**src/rtl/conv_l1_window_sched.sv**
```systemverilog
// Raster-order 3x3 window sequencer for the layer-1 convolution array.
// Emits a window at stride-S positions, decided purely from pixel row/column counters.
module conv_l1_window_sched #(
  parameter int F = 28,
  parameter int B = 8,
  parameter int S = 2
) (
  input  logic                 i_clk,
  input  logic                 i_rst,
  input  logic                 i_start,
  input  logic [B-1:0]         i_pixel,
  input  logic                 i_pixel_valid,
  output logic                 o_pixel_ready,
  output logic [9*B-1:0]       o_window,
  output logic                 o_window_valid,
  output logic [$clog2(F)-1:0] o_out_x,
  output logic [$clog2(F)-1:0] o_out_y,
  output logic                 o_busy,
  output logic                 o_frame_done
);

  localparam int CW = $clog2(F);

  typedef enum logic [1:0] {IDLE, LOAD, RUN, DONE} state_t;

  state_t        state, state_nxt;
  logic [CW-1:0] row, col;
  logic          accept, last_col, emit;
  logic [B-1:0]  line_a [F];
  logic [B-1:0]  line_b [F];
  logic [B-1:0]  win [3][3];

  assign accept   = i_pixel_valid && o_pixel_ready;
  assign last_col = (col == CW'(F - 1));
  // With S=2, (n-2) mod 2 == 0 is simply n even.
  assign emit     = accept && (row >= CW'(2)) && (col >= CW'(2)) &&
                    (S == 1 || (!row[0] && !col[0]));

  // NOTE: sequential state uses non-blocking assignments so every register samples pre-edge values.
  always_ff @(posedge i_clk) begin
    if (i_rst) state <= IDLE;
    else       state <= state_nxt;
  end

  // NOTE: default assignment first so no path through the case leaves state_nxt unassigned (no latch).
  always_comb begin
    state_nxt = state;
    case (state)
      IDLE: if (i_start) state_nxt = LOAD;
      LOAD: if (accept && row == CW'(1) && last_col) state_nxt = RUN;
      RUN:  if (accept && row == CW'(F - 1) && last_col) state_nxt = DONE;
      DONE: state_nxt = IDLE;
      default: state_nxt = IDLE;
    endcase
  end

  always_comb begin
    o_pixel_ready = (state == LOAD) || (state == RUN);
    o_busy        = (state != IDLE);
    o_frame_done  = (state == DONE);
  end

  always_ff @(posedge i_clk) begin
    if (i_rst || (state == IDLE && i_start)) begin
      row <= '0;
      col <= '0;
    end else if (accept) begin
      if (last_col) begin
        col <= '0;
        row <= (row == CW'(F - 1)) ? '0 : row + CW'(1);
      end else begin
        col <= col + CW'(1);
      end
    end
  end

  // NOTE: delay lines are not reset; stale contents can never reach an emitted window (r>=2, c>=2).
  always_ff @(posedge i_clk) begin
    if (accept) begin
      line_a[0] <= i_pixel;
      line_b[0] <= line_a[F-1];
      for (int i = 1; i < F; i++) begin
        line_a[i] <= line_a[i-1];
        line_b[i] <= line_b[i-1];
      end
    end
  end

  always_ff @(posedge i_clk) begin
    if (i_rst) begin
      for (int k = 0; k < 3; k++)
        for (int j = 0; j < 3; j++)
          win[k][j] <= '0;
    end else if (accept) begin
      for (int k = 0; k < 3; k++)
        for (int j = 0; j < 2; j++)
          win[k][j] <= win[k][j+1];
      win[0][2] <= line_b[F-1];
      win[1][2] <= line_a[F-1];
      win[2][2] <= i_pixel;
    end
  end

  always_ff @(posedge i_clk) begin
    if (i_rst) begin
      o_window_valid <= 1'b0;
      o_out_x        <= '0;
      o_out_y        <= '0;
    end else begin
      o_window_valid <= emit;
      if (emit) begin
        o_out_x <= (S == 2) ? ((col - CW'(2)) >> 1) : (col - CW'(2));
        o_out_y <= (S == 2) ? ((row - CW'(2)) >> 1) : (row - CW'(2));
      end
    end
  end

  always_comb begin
    o_window = '0;
    for (int k = 0; k < 3; k++)
      for (int j = 0; j < 3; j++)
        o_window[B*(3*k+j) +: B] = win[k][j];
  end

endmodule

```
**config.mk**
```make
export PLATFORM = sky130hd
export DESIGN_NAME = conv_l1_window_sched
export DESIGN_NICKNAME = d
export VERILOG_FILES = /design/src/rtl/conv_l1_window_sched.sv
export SDC_FILE = /design/constraint.sdc
export NUM_CORES = 1
export LEC_CHECK = 0
export ABC_CLOCK_PERIOD_IN_PS = 29600
export CAP_MARGIN = 30
export CORE_ASPECT_RATIO = 0.9
export CORE_UTILIZATION = 40
export DETAILED_ROUTE_END_ITERATION = 6
export PLACE_DENSITY = 0.62
export SLEW_MARGIN = 20
export SYNTH_ARGS = -nofsm -noshare
export SYNTH_HDL_FRONTEND = slang
export SYNTH_SLANG_ARGS = --single-unit
```
**constraint.sdc**
```tcl
create_clock -name i_clk -period 29.6 [get_ports i_clk]
set_clock_uncertainty 0.05 [all_clocks]
set_input_delay 4.44 -clock i_clk [delete_from_list [all_inputs] [get_ports i_clk]]
set_output_delay 4.44 -clock i_clk [all_outputs]
set_load 0.05 [all_outputs]
```
### Yosys cells after proc, flatten, opt, wreduce, memory -nomap -nowiden

Memory sizes are Yosys's and may differ from the RTL's.
Index checks and enable logic that the tools add are counted.

| storage, ports and cells | value |
|---|---|
| flip-flop bits (word level) | 21 |
| bits in writable memories | 520 |
| bits of input ports | 12 |
| logic and storage cells | 72 |
| memories kept | 3 |

| cells by class | value |
|---|---|
| add/sub/neg operators | 4 |
| order comparisons | 2 |
| equality and inequality tests | 9 |
| muxes and demuxes | 21 |
| bitwise gates (word level) | 9 |
| reductions and logical operators | 18 |

Memory list:

| memory | words | width | read ports | clocked after Yosys merged registers in | wr ports | RTL line | RTL |
|---|---|---|---|---|---|---|---|
| line_a | 28 | 8 | 28 | 0 | 28 | 29 | `logic [B-1:0] line_a [F];` |
| line_b | 28 | 8 | 28 | 0 | 28 | 30 | `logic [B-1:0] line_b [F];` |
| win | 3 | 24 | 3 | 0 | 3 | 31 | `logic [B-1:0] win [3][3];` |

Operators with widths:

| kind | count |
|---|---|
| 8-bit 2-to-1 mux | 9 |
| 5-bit by 1-bit adder with 5-bit output, second input constant | 2 |
| 5-bit equality test, second input constant | 2 |
| 5-bit by 2-bit >= comparator with 1-bit output, second input constant | 2 |
| 1-bit logical AND | 10 |
| 5-bit 2-to-1 mux | 2 |
| 5-bit by 2-bit subtractor with 5-bit output, second input constant | 2 |
| 1-bit bitwise OR | 9 |
| 2-bit case mux with 4 select lines | 1 |
| 1-bit 2-to-1 mux | 6 |
| 2-bit 2-to-1 mux | 3 |
| 2-bit inequality test, second input constant | 3 |
| 5-bit by 1-bit equality test with 1-bit output, second input constant | 1 |
| 2-bit equality test, second input constant | 2 |
| 3-bit AND reduction | 1 |
| 2-bit by 1-bit equality test with 1-bit output, second input constant | 1 |
| 1-bit zero test | 2 |
| 2-bit zero test | 1 |
| 1-bit logical OR | 2 |
| 2-bit AND reduction | 1 |
| 2-bit nonzero test | 1 |

### Logic depth before layout (Yosys ltp)

| logic depth | value |
|---|---|
| word-level depth | 7 |
| gate-level depth with buffers | 7 |

### Worst setup path after synthesis

OpenSTA, ideal clock, no wires.

| timing path | value |
|---|---|
| path type | input to register |
| from | in i_pixel_valid |
| to | mem line_a[0][0] (enable) |
| library setup time | 0.797 ns |
| data arrival time | 13.312 ns |
| data required time | 28.753 ns |
| setup slack | 15.441 ns |
| stages | 2 |
| cell sequence | nand2_1 -> inv_1 |

RTL lines:

| what | RTL line | RTL |
|---|---|---|
| from (decl) | 12 | `input logic i_pixel_valid,` |
| to (decl) | 29 |  |

==> summary.md <==
| Metric | Value |
|---|---|
| Vias/cell | `4.61` |
| First-pass detailed-route iteration total | `4` |
| Number of max-cap violations | `0` |
| Max-slew violations | `0` |
| EDFF count, synth | `520` |
| RSZ-0062 raised after global routing | `false` |
| Post-synth top area share | `90.1%` |
| Hold_buf cts | `0` |
| Final Setup Violations | `0` |
| Share of post-route cells with drive strength above 1 | `8.64%` |
| Die H | `200 um` |
| Post-Synth Adder-Cell Area | `0.938%` |
| Crit. End Element | `register` |
| Fmax | `142 MHz` |
| R2R depth | `5` |
| Design Area, Final | `0.0206 mm2` |
| Critical R2R Capture | `line_b[0][30]` |
| Ys Warns | `0` |
| Post-cts gate resize count | `0` |
| Slew at the pin closest to its max-slew limit | `1.09 ns` |
| Critical path depth | `4` |
| # IOs | `98` |
| Clock Latency Late Sink | `0.56 ns` |
| # port buffers | `95` |
| Top_reg_cell synth | `edfxtp_1` |
| Antenna violations before repair | `0` |
| Worst slew margin | `27.2%` |
| Final GP Congestion | `0.737` |
| Largest net degree at the start of global routing | `214` |
| Power Density | `100 mW/mm2` |
| Vias in the first global route | `6594` |
| Area Overhead vs Synth | `18.8%` |
| Global-route wire length before repair | `35900 um` |
| Data arrival time of the worst path | `7.14 ns` |
| CTS root buf | `clkbuf_16` |
| Async S/R FF share, synth | `0%` |
| Met2 routed WL | `9500 um` |
| Non-Filler Instances | `1461` |
| Register share of total power | `56.1%` |
| Int Power | `1530 uW` |
| Clock transition at the registers of the reported paths | `0.06 ns` |
| Synth cell types | `40` |
| Critical Path Sink | `line_b[0][30]` |
| Reg-to-reg slack, setup | `26.05 ns` |
| Ordered list of cells on the worst path | `clkdlybuf4s50_1 > nand2_1 > inv_8 > buf_12` |
| Final nets | `902` |
| Mux share of post-synthesis cell area | `0.0577%` |
| Clock Tree Buf Depth | `3` |
| Worst vdd ir | `0.0759 mV` |
| Post-synth top area cell | `edfxtp_1` |
| Count of state elements after synthesis | `541` |
| Routed length on met3 | `1280 um` |
| Core Area | `0.0423 mm2` |
| Antenna cells | `0` |
| ANT nets after route | `0` |
| Starting Density | `41.0%` |
| R2r startpoint | `state[0]` |
| TritonCTS Sinks | `541` |
| CP peak stage delay | `0.79 ns` |
| Outcome | `finished clean` |
| Post-CTS Setup Bufs | `0` |
| Post-synthesis simple-gate area fraction | `3.98%` |
| CTS tree | `built` |
| Top Metal Used | `met4` |
| Top-count cell post-synth | `edfxtp_1` |
| Final Cycle Share | `23.7%` |
| Cell family with most CP delay | `buffers and inverters` |
| Post-synthesis xor/xnor area fraction | `0.505%` |
| H-tree depth | `2` |
| Cell count after synthesis | `735` |
| Largest family of logic cells by synthesized area | `simple AND/OR/NAND/NOR gates` |
| Static Leak | `0.00653 uW` |
| Critical path peak fanout | `213` |
| Placed cells | `1372` |
| Die Span X | `221 um` |
| Total gr overflow | `0` |
| Fin Hold WS | `0.359 ns` |
| Synth area leaders | `edfxtp_1 (90%), and2_1 (2.6%), dfxtp_1 (2.4%)` |
| Cell Rows | `71` |
| Type of origin of the critical path | `input pin` |
| Worst Setup SP | `i_pixel_valid` |
| Complex-gate fraction of the synthesized area | `1.41%` |
| Seq/Total Area, Yosys | `92.5%` |
| CTS Buf Count | `50` |
| Met1 wire length | `11200 um` |
| Critical path required time | `29.72 ns` |
| Area after DPL | `0.0190 mm2` |
| Cell Area, Synth | `0.0173 mm2` |
| Final WS setup | `22.57 ns` |
| Final setup TNS | `0 ns` |
| Die area | `0.0442 mm2` |
| DRC | `0` |
| Post-synth top cells | `edfxtp_1 (520), and2_1 (72), dfxtp_1 (21)` |
| Total number of vias | `6739` |
| Initial DRC count | `529` |
| WS Path Type | `in2reg` |
| Fillers | `3388` |
| DP HPWL | `11300 um` |
| Mean routed wirelength per cell | `15.4 um` |
| DRT Wirelength | `22500 um` |
| Sw frac | `25.9%` |
| Psw | `535 uW` |
| Post-place setup slack | `21.99 ns` |
| GRT Total Usage | `10.3%` |
| Syn avg cell area | `23.6 um2` |
| HP Class | `reg2reg` |
| Clk pwr share | `29.9%` |
| Slowest-stage cell, CP | `inv_8` |
| Final worst path period need | `7.03 ns` |
| Final Hold Fails | `0` |
| Logic pwr share | `14.1%` |
| Critical path buffer and inverter count | `3` |
==> worst register-to-register path, cell delays in order, from the launching register on <==
cell	delay, ns
dfxtp_1	0.36
inv_1	0.10
ha_1	0.46
nand2_1	0.40
inv_8	0.79
buf_12	0.85
==> registers in the layout, summed over array words and instances, names as in the netlist, 2 cells and up <==
register and cells:
win 72, line_b 224, state 2, row 5, o_out_x 4, col 5
line_a 224, o_out_y 4
==> power groups by stage <==
stage / logic, uW / clock network, uW / registers [uW]
6_report: 291 / 617 / 1160
5_1_grt: 310 / 667 / 1180
4_1_cts: 296 / 638 / 1160
3_5_place_dp: 297 / 0 / 1170
3_3_place_gp: 285 / 0 / 1170
2_1_floorplan: 111 / 0 / 1330
==> layout by cell type (no fill, tap or decap), drive strengths merged, types with 3 or more instances in the layout <==
master,count
dfxtp,21
nand3,6
bufinv,4
clkinvlp,3
and2,72
xnor2,8
a21oi,10
buf,6
a311oi,4
clkdlybuf4s50,95
clkinv,17
inv,11
nand4,3
ha,13
nand2b,5
edfxtp,520
nor3,4
o21ai,7
nor2,15
clkbuf,65
==> logic make-up after synthesis <==
logic type / after synthesis
flip-flops: 541
multiplexers: 1
AND/OR/NAND/NOR: 116
other: 1
XOR/XNOR: 10
AO/OA/AOI/OAI: 30
adder cells (fa/ha/maj): 13
buffers and inverters: 23
==> through the flow <==
step,power (uW),util [%]
after detailed placement,1470,45.0
final,2070,48.7
after global routing,2150,48.7
after floorplan,1440,-
after CTS,2100,48.7
after global placement,1450,44.9
==> how the worst min path moves through the flow <==
| stage | startpoint | to | slack (ns) | depth (start not counted) |
|---|---|---|---|---|
| 3_5_place_dp | line_a[0][13] | line_a[0][21] | 0.35 | 0 |
| 2_1_floorplan | line_a[0][92] | line_a[0][100] | 0.35 | 0 |
| 3_3_place_gp | line_a[1][21] | line_a[1][29] | 0.35 | 0 |
| 4_1_cts | line_a[0][83] | line_a[0][91] | 0.36 | 0 |
| 5_1_grt | line_b[0][52] | line_b[0][60] | 0.37 | 0 |
| 6_report | line_a[0][83] | line_a[0][91] | 0.36 | 0 |
==> layout make-up <==
cell class,count,area [um2],area share (%)
Timing Repair Buffer,101,1040,5.05
Tap cell,547,684,3.32
Inverter,11,48.8,0.237
Clock inverter,24,208,1.01
Sequential cell,541,16000,77.8
Multi-Input combinational cell,172,1220,5.90
Clock buffer,65,1370,6.66
==> per-layer routing <==
metal	up-vias	track usage (%)
li1	3136	-
met1	3410	14.8
met2	147	14.7
met3	46	3.07
met4	0	4.14
met5	-	0
No activity file was read; power rests on OpenSTA's default activity.
